`src/rtl/seq_normalizer_if.sv`:
```
// ---------------------------------------------------------------------------
// seq_normalizer_if
//   Request/result bundle for seq_normalizer.
//
//   master : requester side. It drives start/data_in/dir and reads the results.
//   slave  : normalizer side. It reads the request and drives the results.
//
//   Signals:
//     start     request pulse, sampled only while the normalizer is idle
//     data_in   word to normalize, captured together with start
//     dir       0 = normalize toward the MSB, 1 = normalize toward the LSB
//     busy      operation in progress (SHIFT or DONE)
//     done      single-cycle completion pulse
//     data_out  normalized word
//     shift_cnt number of positions shifted
//     zero      the captured word was all zeros
// ---------------------------------------------------------------------------
interface seq_normalizer_if #(
  parameter int WIDTH = 8,
  parameter int CNT_W = 3
);
  logic             start;
  logic [WIDTH-1:0] data_in;
  logic             dir;
  logic             busy;
  logic             done;
  logic [WIDTH-1:0] data_out;
  logic [CNT_W-1:0] shift_cnt;
  logic             zero;

  modport master (
    output start, data_in, dir,
    input  busy, done, data_out, shift_cnt, zero
  );

  modport slave (
    input  start, data_in, dir,
    output busy, done, data_out, shift_cnt, zero
  );
endinterface

```
`src/rtl/seq_normalizer.sv`:
```
// ---------------------------------------------------------------------------
// seq_normalizer
//   Multi-cycle normalizer, the inverse of the barrel shifter. It shifts the
//   captured word one position per cycle toward the selected end until the
//   end bit is 1. It then reports the normalized word and the distance it
//   shifted, which is the leading- or trailing-zero count of the word.
//
//   Ports:
//     clk  rising-edge clock
//     rst  synchronous, active-high reset
//     bus  seq_normalizer_if.slave: start/data_in/dir in,
//          busy/done/data_out/shift_cnt/zero out
//
//   Parameters:
//     WIDTH  data width (>= 2)
//     CNT_W  shift-count width (2**CNT_W >= WIDTH)
//
//   Build option:
//     NORM_STEP2_EN  when defined, SHIFT can move 2 positions per cycle if the
//                    target bit and its neighbour are both 0. The results are
//                    the same as in the default build; only the latency drops.
// ---------------------------------------------------------------------------
module seq_normalizer #(
  parameter int WIDTH = 8,
  parameter int CNT_W = 3
) (
  input logic            clk,
  input logic            rst,
  seq_normalizer_if.slave bus
);

  localparam logic [1:0] S_IDLE  = 2'd0;
  localparam logic [1:0] S_SHIFT = 2'd1;
  localparam logic [1:0] S_DONE  = 2'd2;

  logic [1:0]       state;
  logic [WIDTH-1:0] work;
  logic             dir_q;
  logic [CNT_W-1:0] cnt;
  logic             zero_q;

  logic             target_bit;
  logic [WIDTH-1:0] work_next;
  logic [CNT_W-1:0] cnt_next;

  // Next shift step. The step is used only while the target bit is 0.
  always_comb begin
    // NOTE: every combinational output gets a default value first, so no path
    // through this block can infer a latch.
    target_bit = dir_q ? work[0] : work[WIDTH-1];
    work_next  = dir_q ? (work >> 1) : (work << 1);
    cnt_next   = cnt + CNT_W'(1);
`ifdef NORM_STEP2_EN
    // Two zeros at the target end: a 2-position step cannot move past the
    // first 1, so the result matches two single steps.
    if (!target_bit && !(dir_q ? work[1] : work[WIDTH-2])) begin
      work_next = dir_q ? (work >> 2) : (work << 2);
      cnt_next  = cnt + CNT_W'(2);
    end
`endif
  end

  // NOTE: sequential state is written with non-blocking assignments only.
  // Every register then samples the values from before the edge, whatever
  // order the statements appear in.
  always_ff @(posedge clk) begin
    if (rst) begin
      state  <= S_IDLE;
      work   <= '0;
      dir_q  <= 1'b0;
      cnt    <= '0;
      zero_q <= 1'b0;
    end else begin
      case (state)
        S_IDLE: begin
          if (bus.start) begin
            work   <= bus.data_in;
            dir_q  <= bus.dir;
            cnt    <= '0;
            zero_q <= (bus.data_in == '0);
            // An all-zero word never reaches a 1, so it skips SHIFT.
            state  <= (bus.data_in == '0) ? S_DONE : S_SHIFT;
          end
        end
        S_SHIFT: begin
          if (target_bit) begin
            state <= S_DONE;
          end else begin
            work <= work_next;
            cnt  <= cnt_next;
          end
        end
        S_DONE:  state <= S_IDLE;
        default: state <= S_IDLE;
      endcase
    end
  end

  assign bus.busy      = (state != S_IDLE);
  assign bus.done      = (state == S_DONE);
  assign bus.data_out  = work;
  assign bus.shift_cnt = cnt;
  assign bus.zero      = zero_q;

endmodule

```
`src/flat_wrapper.sv`:
```
// flat-port wrapper written by rule: the top's interface ports become plain ports
module seq_normalizer_flat 
#(
  parameter int WIDTH = 8,
  parameter int CNT_W = 3
)
  (clk, rst, bus_start, bus_data_in, bus_dir, bus_busy, bus_done, bus_data_out, bus_shift_cnt, bus_zero);
  seq_normalizer_if #(.WIDTH(WIDTH), .CNT_W(CNT_W)) bus_i ();
  input logic clk;
  input logic rst;
  input wire logic [$bits(bus_i.start)-1:0] bus_start;
  input wire logic [$bits(bus_i.data_in)-1:0] bus_data_in;
  input wire logic [$bits(bus_i.dir)-1:0] bus_dir;
  output wire logic [$bits(bus_i.busy)-1:0] bus_busy;
  output wire logic [$bits(bus_i.done)-1:0] bus_done;
  output wire logic [$bits(bus_i.data_out)-1:0] bus_data_out;
  output wire logic [$bits(bus_i.shift_cnt)-1:0] bus_shift_cnt;
  output wire logic [$bits(bus_i.zero)-1:0] bus_zero;
  assign bus_i.start = bus_start;
  assign bus_i.data_in = bus_data_in;
  assign bus_i.dir = bus_dir;
  assign bus_busy = bus_i.busy;
  assign bus_done = bus_i.done;
  assign bus_data_out = bus_i.data_out;
  assign bus_shift_cnt = bus_i.shift_cnt;
  assign bus_zero = bus_i.zero;
  seq_normalizer #(.WIDTH(WIDTH), .CNT_W(CNT_W)) u_core (.clk(clk), .rst(rst), .bus(bus_i));
endmodule
```
`config.mk`:
```
export PLATFORM = sky130hd
export DESIGN_NAME = seq_normalizer_flat
export DESIGN_NICKNAME = d
export VERILOG_FILES = /design/src/rtl/seq_normalizer_if.sv /design/src/rtl/seq_normalizer.sv /design/src/flat_wrapper.sv
export SDC_FILE = /design/constraint.sdc
export NUM_CORES = 1
export LEC_CHECK = 0
export ABC_AREA = 1
export CAP_MARGIN = 20
export CORE_MARGIN = 8
export CORE_UTILIZATION = 53
export CTS_BUF_LIST = sky130_fd_sc_hd__clkbuf_8
export CTS_CLUSTER_DIAMETER = 80
export DETAILED_ROUTE_END_ITERATION = 10
export PLACE_DENSITY = 0.9
export SLEW_MARGIN = 20
export SYNTH_ARGS = -nofsm -noshare
export SYNTH_HDL_FRONTEND = slang
export SYNTH_SLANG_ARGS = --single-unit
```
`constraint.sdc`:
```
create_clock -name clk -period 1.86 [get_ports clk]
set_input_delay 0.465 -clock clk [delete_from_list [all_inputs] [get_ports clk]]
set_output_delay 0.465 -clock clk [all_outputs]
set_load 0.005 [all_outputs]
```
# ---- Word-level counts from Yosys, hierarchy flattened
# Index checks and enable logic that the tools add are counted.
dict set report word_totals {
  regBits 15
  latchBits 0
  ramBits 0
  romBits 0
  in_bits 12
  out_inout_bits 14
  wordCells 30
  n_memories 0
}
dict set report op_classes {
  add_sub_neg 1
  n_mul 0
  div 0
  order_cmp 0
  n_eq_ne 5
  shifts 0
  n_mux 12
  n_bitwise 0
  reduce_logical 7
}
# op n
set ops {}
lappend ops {{two-way mux 8 bit} 3}
lappend ops {{case mux 8 bit (2 select lines)} 1}
lappend ops {{zero test 8 bit} 1}
lappend ops {{two-way mux 2 bit} 3}
lappend ops {{two-way mux 3 bit} 2}
lappend ops {{case mux 3 bit (2 select lines)} 1}
lappend ops {{!= test 2 bit (second input constant)} 2}
lappend ops {{case mux 2 bit (2 select lines)} 1}
lappend ops {{AND reduction 2 bit} 2}
lappend ops {{nonzero test 2 bit} 2}
lappend ops {{adder 3 x 1 -> 3 bit (second input constant)} 1}
lappend ops {{AND reduction 3 bit} 1}
lappend ops {{== test 2 x 1 -> 1 bit (second input constant)} 1}
lappend ops {{== test 2 bit (second input constant)} 1}
lappend ops {{zero test 2 bit} 1}
lappend ops {{!= test 2 x 1 -> 1 bit (second input constant)} 1}
lappend ops {{two-way mux 1 bit} 1}

# ---- Logic depth before layout (Yosys ltp)
# Gate-level depths: netlist of the first run.
dict set report depth {
  word_depth 4
  mapped_depth 8
  mapped_depth_nobuf 7
}

# ---- Least setup slack after synthesis of the first run
# No wires, ideal clock.
dict set report synth_timing {
  path_type {flip-flop to output port}
  from {reg u_core.state[1]}
  to {out bus_done}
  t_arrival_ns 0.614
  t_required_ns 1.395
  path_slack_ns 0.781
  stages_incl_launch_ff 3
  path_buffers 0
  path_cell_list {dfxtp_1 -> inv_2 -> nor2_1}
}
dict set report synth_via {
  elab_chain_cells 1
}
# item line
set synth_rtl {}
lappend synth_rtl {{start: declaration} seq_normalizer.sv:36} ;# logic [1:0] state;
lappend synth_rtl {{start signal: assignment} seq_normalizer.sv:82} ;# state <= (bus.data_in == '0) ? S_DONE : S_SHIFT;
lappend synth_rtl {{== test 2 bit} seq_normalizer.sv:100} ;# assign bus.done = (state == S_DONE);
lappend synth_rtl {{end: declaration} flat_wrapper.sv:15} ;# output wire logic [$bits(bus_i.done)-1:0] bus_done;
# Every way passes these cells.

# ---- Worst setup path in the final report of the first run
# Same ends and word-level chain as after synthesis.

==> summary.md, run 1 <==
| Metric | Value |
|---|---|
| Top cells by count, synth | `nand2_1 (51), nor2_1 (19), nand3_1 (17), dfxtp_1 (15), inv_1 (12)` |
| Top FF cell, synth | `dfxtp_1` |
| Synth Area in Simple Gates | `0.4815` |
| Worst EP arrival | `1.29 ns` |
| First-pass GRT wire length | `4.036 mm` |
| Fin crit period | `1.751 ns` |
| DIE AREA | `0.003392 sq mm` |
| Input/output buffers | `25` |
| Share of post-route cells with drive strength above 1 | `0.09942` |
| Vias in the first global route | `931` |
| Slew Viols, Final | `0` |
| # IOs | `26` |
| CTS tree | `yes` |
| R2R setup slack | `0.38 ns` |
| Power density cells | `813.7 mW/mm^2` |
| Synth Area in XOR/XNOR | `0` |
| Die H | `58.25 um` |
| Syn avg cell area | `6.523 sq um` |
| Setup bufs post-CTS | `0` |
| Warnings, synthesis | `0` |
| Routed Antenna Nets | `0` |
| Post-synthesis mux area share | `0` |
| Ant diodes | `0` |
| Area delta synth->final | `30.42%` |
| Worst skew pair latency | `0.25 ns` |
| Setup WS post-layout | `0.1093 ns` |
| Final Cycle Share | `0.9412` |
| Max Fclk | `571.2 MHz` |
| P_leak | `0.5661 nW` |
| Via-to-Cell Ratio | `5.184` |
| Core area | `0.001708 sq mm` |
| Endpoints failing setup | `0` |
| Tot Pwr | `1.004 mW` |
| Total CTS buffers | `3` |
| Worst slew pin tran | `0.4192 ns` |
| Largest net degree at the start of global routing | `17` |
| Syn Nets | `158` |
| Maximum VDD drop | `0.5153 mV` |
| Yosys top cell area share | `0.3175` |
| Max Buffers Root-to-Sink | `2` |
| Sequential fraction of the synthesis area | `0.3175` |
| CTS root buffer | `clkbuf_8` |
| Yosys cell types | `21` |
| Critical path data required time | `1.39 ns` |
| Final nets | `185` |
| WS Path Type | `flip-flop to primary output` |
| Worst slew margin | `0.7202` |
| All-Layer GR Usage | `0.1510` |
| H-tree depth | `1` |
| Status | `complete, no violations` |
| Fin util | `0.7223` |
| # DRC | `0` |
| Compound-Gate Fraction of Synth Area | `0.06614` |
| Asr flop ratio synth | `0` |
| Largest family of logic cells by synthesized area | `simple AND/OR/NAND/NOR gates` |
| HP Class | `flip-flop to flip-flop` |
| Critical path peak fanout | `3` |
| Crit start category | `flip-flop` |
| Number of enable flip-flop cells after synthesis | `0` |
| Initial antenna violation count | `0` |
| Adder-Cell Fraction of Synth Area | `0.01323` |
| Mapped Cells | `145` |
| CP endpoint kind | `primary output` |
| Leading area contributor after synthesis | `dfxtp_1` |
| Die span in x | `58.25 um` |
| Filler Cells Inserted | `138` |
| DRT Pass-1 Iters | `4` |
| Most frequent cell after synthesis | `nand2_1` |
| Final hold vios | `0` |
| Global route overflow | `0` |
| Area contributors post-synth | `dfxtp_1 (32%), nand2_1 (20%), nand3_1 (9.0%)` |
| Row Count | `15` |
| Clock Pin Slew Worst Setup and Hold Paths | `0.06 ns` |
| Setup TNS | `0 ns` |
| Starting Density | `0.5538` |
| Post-DP HPWL | `1.755 mm` |
| Routed WL | `2.410 mm` |
| WL per Instance | `12.30 um` |
| Final Skew | `0.0004356 ns` |
| RSZ-0062 raised after global routing | `no` |
| Netlist Area Pre-Place | `945.9 sq um` |
| Vias | `1016` |
| Pre-CTS setup slack | `0.1739 ns` |
| Max cap viols | `0` |
| CTS sink count | `15` |
| Gpl congestion | `0.8439` |
| Post-synthesis register bit count | `15` |
| DR iter-0 viols | `33` |
==> per-stage QoR <==
| stage | hold slack (ns) | cell area (sq um) | cells |
|---|---|---|---|
| finish | 0.4989 | 1234 | 196 |
| global route | 0.5200 | 1234 | 196 |
| CTS | 0.4988 | 1232 | 196 |
| detailed placement | 0.4895 | 1186 | 192 |
| global placement | 0.4991 | 1186 | 192 |
| floorplan | 0.4837 | 945.9 | 145 |
==> power breakdown <==
group | switching, mW | internal [mW] | leakage (nW) | total (mW)
registers | 0.0372 | 0.359 | 0.124 | 0.396
clock network | 0.119 | 0.148 | 0.0255 | 0.268
logic | 0.183 | 0.157 | 0.417 | 0.340
==> registers in the layout (all words and copies together), names as in the netlist <==
register and cells:
u_core.dir_q 1, u_core.bus.shift_cnt 3, u_core.bus.data_out 8, u_core.bus.zero 1, u_core.state 2
==> cell type report <==
cell class	count	area, sq um	share of cell area
multi-input combinational	109	530.5	0.4300
sequential	15	301.5	0.2444
timing repair buffer	26	257.7	0.2089
inverter	17	66.31	0.05375
clock buffer	3	41.29	0.03347
tap	25	31.28	0.02536
clock inverter	1	5.005	0.004057
==> per-layer routing <==
metal | vias up | routed length (um) | part of all wire | global-route usage
met1 | 450 | 1005 | 0.42 | 0.1711
met5 | - | 0 | 0 | 0
li1 | 507 | - | - | -
met2 | 54 | 1146 | 0.48 | 0.2548
met4 | 0 | 35 | 0.015 | 0.08042
met3 | 5 | 223 | 0.093 | 0.03532
==> critical path: stages (launching register included) <==
cell and delay [ns]:
dfxtp_2 0.38, inv_2 0.07, nor2_1 0.08, clkdlybuf4s50_1 0.50
==> repair_timing <==
| item | CTS | global route |
|---|---|---|
| setup endpoints to repair | 0 | 1 |
| resized for setup | 0 | 1 |
| hold buffers | 0 | 0 |
==> layout by cell type (no fill, tap or decap) <==
| cell type | netlist | final |
|---|---|---|
| nor2_2 | 1 | 1 |
| clkbuf_8 | 0 | 3 |
| clkinv_1 | 1 | 1 |
| nand2_1 | 51 | 51 |
| nand3b_1 | 1 | 1 |
| a21oi_1 | 8 | 8 |
| inv_4 | 1 | 1 |
| nor2_1 | 19 | 19 |
| nand2_4 | 2 | 2 |
| dfxtp_1 | 15 | 14 |
| nor2_8 | 1 | 1 |
| clkinv_2 | 0 | 1 |
| inv_1 | 12 | 12 |
| o21ai_0 | 3 | 3 |
| a22oi_1 | 1 | 1 |
| buf_4 | 0 | 1 |
| nand3_1 | 17 | 17 |
| or2_0 | 1 | 1 |
| nand3_4 | 2 | 2 |
| dfxtp_2 | 0 | 1 |
| inv_2 | 3 | 3 |
| nand3_2 | 1 | 1 |
| clkdlybuf4s50_1 | 0 | 25 |
| ha_1 | 1 | 1 |
==> cells by family (layout without fill, tap and decap cells) <==
| group | after synthesis | in the layout |
|---|---|---|
| buf+inv | 21 | 47 |
| compound gates | 12 | 12 |
| simple gates | 96 | 96 |
| fa+ha+maj | 1 | 1 |
| flops | 15 | 15 |
==> path summary, 6_finish.rpt <==
| path | endpoint | cells past startpoint | startpoint |
|---|---|---|---|
| max reg2reg | u_core.bus.data_out[7] | 7 | u_core.dir_q |
| min reg2reg | u_core.bus.data_out[2] | 2 | u_core.bus.data_out[2] |
| min | u_core.bus.data_out[2] | 2 | u_core.bus.data_out[2] |
| max | bus_done | 3 | u_core.state[1] |
No activity file was read; power rests on OpenSTA's default activity.
==> inputs of run 2 (changes only) <==
--- a/config.mk
+++ b/config.mk
@@ -6,12 +6,14 @@
 export NUM_CORES = 1
 export LEC_CHECK = 0
 export ABC_AREA = 1
+export ABC_CLOCK_PERIOD_IN_PS = 1860
 export CAP_MARGIN = 20
 export CORE_MARGIN = 8
 export CORE_UTILIZATION = 53
 export CTS_BUF_LIST = sky130_fd_sc_hd__clkbuf_8
 export CTS_CLUSTER_DIAMETER = 80
 export DETAILED_ROUTE_END_ITERATION = 10
+export HOLD_SLACK_MARGIN = 0.05
 export PLACE_DENSITY = 0.9
 export SLEW_MARGIN = 20
 export SYNTH_ARGS = -nofsm -noshare
==> results of run 2 <==
The final DEF is identical to that of run 1; final timing and power are the same.
